$ cat config.mk
export PLATFORM = sky130hd
export DESIGN_NAME = spi_cmd_sequencer
export DESIGN_NICKNAME = d
export VERILOG_FILES = /design/src/rtl/spi_cmd_sequencer.sv
export SDC_FILE = /design/constraint.sdc
export NUM_CORES = 1
export LEC_CHECK = 0
export CORE_AREA = 2 2 114 116
export CTS_CLUSTER_DIAMETER = 60
export DETAILED_ROUTE_END_ITERATION = 10
export DIE_AREA = 0 0 116 118
export DONT_BUFFER_PORTS = 1
export GPL_TIMING_DRIVEN = 0
export PLACE_DENSITY = 0.85
export REMOVE_ABC_BUFFERS = 1
export SLEW_MARGIN = 20
export SYNTH_ARGS = -nofsm -noshare
export SYNTH_HDL_FRONTEND = slang
export SYNTH_SLANG_ARGS = --single-unit
$ cat constraint.sdc
create_clock -name mclk -period 4.8 [get_ports mclk]
set_input_delay 0 -clock mclk [delete_from_list [all_inputs] [get_ports mclk]]
set_output_delay 0 -clock mclk [all_outputs]
set_load 0.1 [all_outputs]
$ cat src/rtl/spi_cmd_sequencer.sv
// Command sequencer in front of the SPI master: queues read/write commands, runs
// one SPI frame per command and returns read data or a timeout error.
module spi_cmd_sequencer #(
    parameter int unsigned DEPTH     = 4,
    parameter int unsigned RSP_DEPTH = 4,
    parameter int unsigned TIMEOUT   = 32,
    parameter int unsigned GAP       = 2
) (
    input  logic       mclk,
    input  logic       reset,
    input  logic       cmd_valid,
    output logic       cmd_ready,
    input  logic       cmd_rd_wr,
    input  logic [6:0] cmd_addr,
    input  logic [7:0] cmd_wdata,
    output logic       rsp_valid,
    input  logic       rsp_ready,
    output logic [7:0] rsp_data,
    output logic [6:0] rsp_addr,
    output logic       rsp_err,
    output logic       start,
    output logic       master_rd_wr,
    output logic [6:0] master_address,
    output logic [7:0] master_out_data,
    input  logic [7:0] master_in_data,
    input  logic       master_cs,
    output logic       busy
);

    localparam int unsigned CAW  = $clog2(DEPTH);
    localparam int unsigned RAW  = $clog2(RSP_DEPTH);
    localparam int unsigned TMAX = (TIMEOUT > GAP) ? TIMEOUT : GAP;
    localparam int unsigned TW   = $clog2(TMAX);

    localparam logic [2:0] ST_IDLE    = 3'd0;
    localparam logic [2:0] ST_LAUNCH  = 3'd1;
    localparam logic [2:0] ST_XFER    = 3'd2;
    localparam logic [2:0] ST_CAPTURE = 3'd3;
    localparam logic [2:0] ST_ABORT   = 3'd4;
    localparam logic [2:0] ST_WAIT    = 3'd5;

    logic [2:0]    state;
    logic [TW-1:0] timer;
    logic          cs_q;
    logic          cs_fall;
    logic          cs_rise;
    logic          timer_expired;
    logic          gap_done;
    logic          launch;

    // Command FIFO: entry = {rd_wr, addr[6:0], wdata[7:0]}
    logic [15:0]    cmd_mem [DEPTH];
    logic [CAW-1:0] cmd_wr_ptr;
    logic [CAW-1:0] cmd_rd_ptr;
    logic [CAW:0]   cmd_count;
    logic           cmd_empty;
    logic           cmd_full;
    logic           cmd_push;
    logic           cmd_pop;
    logic [15:0]    cmd_head;

    // Response FIFO: entry = {data[7:0], addr[6:0], err}
    logic [15:0]    rsp_mem [RSP_DEPTH];
    logic [RAW-1:0] rsp_wr_ptr;
    logic [RAW-1:0] rsp_rd_ptr;
    logic [RAW:0]   rsp_count;
    logic           rsp_full;
    logic           rsp_push;
    logic           rsp_pop;
    logic [15:0]    rsp_word;

    assign cmd_empty = (cmd_count == '0);
    assign cmd_full  = (cmd_count == (CAW+1)'(DEPTH));
    assign cmd_ready = !cmd_full;
    assign cmd_push  = cmd_valid && cmd_ready;
    assign cmd_head  = cmd_mem[cmd_rd_ptr];

    assign rsp_full  = (rsp_count == (RAW+1)'(RSP_DEPTH));
    assign rsp_valid = (rsp_count != '0);
    assign rsp_pop   = rsp_valid && rsp_ready;
    assign {rsp_data, rsp_addr, rsp_err} = rsp_mem[rsp_rd_ptr];

    assign cs_fall       = cs_q && !master_cs;
    assign cs_rise       = !cs_q && master_cs;
    assign timer_expired = (timer == TW'(TIMEOUT - 1));
    assign gap_done      = (timer == TW'(GAP - 1));

    // Launching only with a free response slot keeps the response push overflow-free.
    assign launch  = (state == ST_IDLE) && !cmd_empty && !rsp_full;
    assign cmd_pop = launch;
    assign busy    = (state != ST_IDLE) || !cmd_empty;

    always_comb begin
        rsp_push = 1'b0;
        rsp_word = {master_in_data, master_address, 1'b0};
        if (state == ST_CAPTURE && master_rd_wr) begin
            rsp_push = 1'b1;
        end else if (state == ST_ABORT) begin
            rsp_push = 1'b1;
            rsp_word = {8'h00, master_address, 1'b1};
        end
    end

    always_ff @(posedge mclk or negedge reset) begin
        if (!reset) begin
            cs_q <= 1'b1;
        end else begin
            cs_q <= master_cs;
        end
    end

    always_ff @(posedge mclk) begin
        if (cmd_push) begin
            cmd_mem[cmd_wr_ptr] <= {cmd_rd_wr, cmd_addr, cmd_wdata};
        end
    end

    always_ff @(posedge mclk or negedge reset) begin
        if (!reset) begin
            cmd_wr_ptr <= '0;
            cmd_rd_ptr <= '0;
            cmd_count  <= '0;
        end else begin
            if (cmd_push) begin
                cmd_wr_ptr <= cmd_wr_ptr + 1'b1;
            end
            if (cmd_pop) begin
                cmd_rd_ptr <= cmd_rd_ptr + 1'b1;
            end
            case ({cmd_push, cmd_pop})
                2'b10:   cmd_count <= cmd_count + 1'b1;
                2'b01:   cmd_count <= cmd_count - 1'b1;
                default: cmd_count <= cmd_count;
            endcase
        end
    end

    // Storage is cleared too so the rsp_* fields read zero straight out of reset.
    always_ff @(posedge mclk or negedge reset) begin
        if (!reset) begin
            for (int unsigned i = 0; i < RSP_DEPTH; i++) begin
                rsp_mem[i] <= '0;
            end
            rsp_wr_ptr <= '0;
            rsp_rd_ptr <= '0;
            rsp_count  <= '0;
        end else begin
            if (rsp_push) begin
                rsp_mem[rsp_wr_ptr] <= rsp_word;
                rsp_wr_ptr          <= rsp_wr_ptr + 1'b1;
            end
            if (rsp_pop) begin
                rsp_rd_ptr <= rsp_rd_ptr + 1'b1;
            end
            case ({rsp_push, rsp_pop})
                2'b10:   rsp_count <= rsp_count + 1'b1;
                2'b01:   rsp_count <= rsp_count - 1'b1;
                default: rsp_count <= rsp_count;
            endcase
        end
    end

    always_ff @(posedge mclk or negedge reset) begin
        if (!reset) begin
            state           <= ST_IDLE;
            timer           <= '0;
            start           <= 1'b0;
            master_rd_wr    <= 1'b0;
            master_address  <= '0;
            master_out_data <= '0;
        end else begin
            case (state)
                ST_IDLE: begin
                    if (launch) begin
                        master_rd_wr    <= cmd_head[15];
                        master_address  <= cmd_head[14:8];
                        master_out_data <= cmd_head[15] ? 8'h00 : cmd_head[7:0];
                        start           <= 1'b1;
                        timer           <= '0;
                        state           <= ST_LAUNCH;
                    end
                end
                ST_LAUNCH: begin
                    if (cs_fall) begin
                        timer <= '0;
                        state <= ST_XFER;
                    end else if (timer_expired) begin
                        start <= 1'b0;
                        state <= ST_ABORT;
                    end else begin
                        timer <= timer + 1'b1;
                    end
                end
                ST_XFER: begin
                    if (cs_rise) begin
                        start <= 1'b0;
                        state <= ST_CAPTURE;
                    end else if (timer_expired) begin
                        start <= 1'b0;
                        state <= ST_ABORT;
                    end else begin
                        timer <= timer + 1'b1;
                    end
                end
                ST_CAPTURE: begin
                    timer <= '0;
                    state <= ST_WAIT;
                end
                ST_ABORT: begin
                    start <= 1'b0;
                    timer <= '0;
                    state <= ST_WAIT;
                end
                ST_WAIT: begin
                    if (gap_done) begin
                        timer <= '0;
                        state <= ST_IDLE;
                    end else begin
                        timer <= timer + 1'b1;
                    end
                end
                default: begin
                    start <= 1'b0;
                    timer <= '0;
                    state <= ST_IDLE;
                end
            endcase
        end
    end

endmodule

==> flow_summary.json <==
{
  "slew_headroom": 0.215,
  "worst_setup_path_start_kind": "flop",
  "clock_sinks": 168,
  "vias_per_cell": 5.69,
  "clk_pin_slew_ns": 0.06,
  "grt_max_degree": 105,
  "cp.arrival_ns": 3.50,
  "numPortBuffers": 0,
  "firstDrtPassIters": 4,
  "insertion_delay_ns": 0.42,
  "crit_path_start": "cmd_count[0]",
  "endpoint_kind": "flop",
  "slew_violations": 0,
  "die_height_um": 118,
  "outcome": "finished clean",
  "track_usage": 0.215,
  "synth_flop_cell": "dfrtp_1",
  "synth_area_leader_cell": "dfrtp_1",
  "max_freq_mhz": 317,
  "synthArstFlopShare": 0.619,
  "rsz0062_at_grt": "no",
  "diodes": 0,
  "hpwl_um": 8230,
  "post_synth.cell_area_avg_um2": 14.1,
  "worstPathMaxFanout": 6,
  "cp.required_ns": 5.15,
  "area_growth_pct": 12.9,
  "num_vias": 4114,
  "min_path_type": "in -> reg",
  "drt-total-wl_um": 13500,
  "max_cap_viol_count": 0,
  "ys_warn_count": 0,
  "synth_cell_type_count": 46,
  "min_period_over_period": 0.657,
  "hold_depth": 3,
  "io_pins": 65,
  "synth-seq-cells": 168,
  "grt_overflow": 0,
  "routedWlPerCell_um": 18.7,
  "final_area_um2": 8240,
  "rows": 41,
  "cts_buffers": 17,
  "final_nets": 583,
  "yosys.area.top_type_share": 0.353,
  "initial_core_util": 0.588,
  "htreeDepth": 4,
  "hold_start": "master_cs",
  "grt_pass1_vias": 4439,
  "die_area_um2": 13700,
  "syn_inst": 519,
  "netlist_top_cells_area": "dfrtp_1 (35%), edfxtp_1 (26%), mux4_2 (9.6%)",
  "syn_area_um2": 7300,
  "antenna_found_initial": 0,
  "synth_edf_count": 64,
  "drt_iter0_drc": 297,
  "finalSetupViolCount": 0,
  "tightestPinTransition_ns": 1.17,
  "rr_worst_depth": 10,
  "worstSetupPathType": "reg -> reg",
  "postCtsSetupBuffers": 0,
  "layout-drive-gt1-share": 0.194,
  "hold_viol": 0,
  "skew_ns": 0.0149,
  "finalSetupTns_ns": 0,
  "place_area_um2": 7330,
  "timing.rr.start": "cmd_count[0]",
  "cts_tree": "built",
  "cts_buffer_depth": 2,
  "drc_errors": 0,
  "gp_congestion": 0.877,
  "core-area_um2": 12400,
  "yosysSeqAreaShare": 0.620,
  "cts-root-buf": "clkbuf_16",
  "min_period_ns": 3.15,
  "grt_pass1_wl_um": 22300,
  "antenna_left": 0,
  "chipWidth_um": 116
}
## area by class of cell
class,instances,area (um^2)
clock buffers,19,443
clock inverters,13,153
fillers,868,4170
inverters,28,105
multi-input cells,294,2490
flip-flops and latches,168,4530
well taps,172,215
repair buffers,29,308
## final timing paths
| path | end | slack (ns) |
|---|---|---|
| worst max-delay path | cmd_count[2] | 1.65 |
| max in group asynchronous | rsp_rd_ptr[0] | 4.21 |
| worst min-delay path | timer[4] | 0.06 |
| min in group asynchronous | rsp_mem[46] | 0.17 |
| worst max register to register | cmd_count[2] | 1.65 |
| worst min register to register | rsp_mem[9] | 0.48 |
## per-stage QoR
| stage | utilization | worst slack (ns) | hold slack, ns | cells |
|---|---|---|---|---|
| 2_1_floorplan | - | 1.87 | -0.296 | 490 |
| 3_3_place_gp | 0.591 | 1.76 | -0.294 | 662 |
| 3_5_place_dp | 0.591 | 1.66 | -0.293 | 662 |
| 4_1_cts | 0.664 | 1.64 | 0.0400 | 723 |
| 5_1_grt | 0.664 | 1.51 | 0.101 | 723 |
| 6_report | 0.664 | 1.65 | 0.0577 | 723 |
## synthesized netlist by cell type (4+ instances only)
cell        n
mux2_2     28
mux4_2     31
buf_4       8
o21ai_0    53
buf_2       6
mux2_4      8
o22ai_1     4
clkbuf_1   10
inv_1      27
nand2b_1    5
nor3_1      4
nand2_4     4
and3_1      5
xnor2_1     7
buf_6       4
a21oi_1    16
dfrtp_1   103
edfxtp_1   64
ha_1       14
xor2_1      5
nor2_1     11
nand2_1    65
## cells in the final DEF (no fill, tap or decap), drive strengths merged, types with 2 or more instances in the layout
cell         count
ha              14
nand2           70
o21ai           53
o22ai            4
clkinv           6
nor2            11
and2             3
clkbuf          19
clkinvlp         3
dlygate4sd3     28
mux4            31
bufinv           3
edfxtp          64
a21oi           16
o31ai            2
nor4b            2
a31oi            3
nor3             4
and3             5
dfrtp          103
nand3            3
nand2b           5
fa               2
mux2            36
nor2b            3
inv             29
xor2             5
mux2i            3
xnor2            7
## what timing repair did
item,CTS,global route
hold endpoints to repair,208,0
hold buffers,29,0
resized for setup,0,0
## registers in the layout, summed over array words and instances, names as in the netlist, 2 cells and up
signal           count
master_out_data      8
timer                5
rsp_count            3
master_address       7
cmd_count            3
cmd_mem             64
rsp_rd_ptr           2
cmd_wr_ptr           2
cmd_rd_ptr           2
rsp_mem             64
rsp_wr_ptr           2
state                3
## critical path, stage by stage (launching register included)
cell     delay [ns]
dfrtp_1        0.42
inv_1          0.11
nand3_1        0.86
and2_1         0.58
inv_1          0.08
ha_1           0.17
inv_1          0.06
fa_1           0.37
xor2_1         0.15
nor2_1         0.12
xor2_1         0.15
## metal layers
layer,vias to the layer above,global-route usage,routed length (um)
met5,-,0,0
met4,0,0.0603,165
met3,14,0.0675,690
met2,111,0.370,7170
met1,2094,0.260,5500
li1,1895,-,-
## kinds of logic (layout without fill, tap and decap cells)
family	count (synthesis)	after routing	share of synthesized area
fa+ha+maj	16	16	0.0295
mux	70	70	0.159
compound gates	84	84	0.0621
xor+xnor	12	12	0.0144
flops	168	168	0.620
buf+inv	57	89	0.0386
simple gates	112	112	0.0756
Power is left out: the tool's default activity adds up to more than one toggle a clock period on the data nets, which glitch-free logic cannot reach.
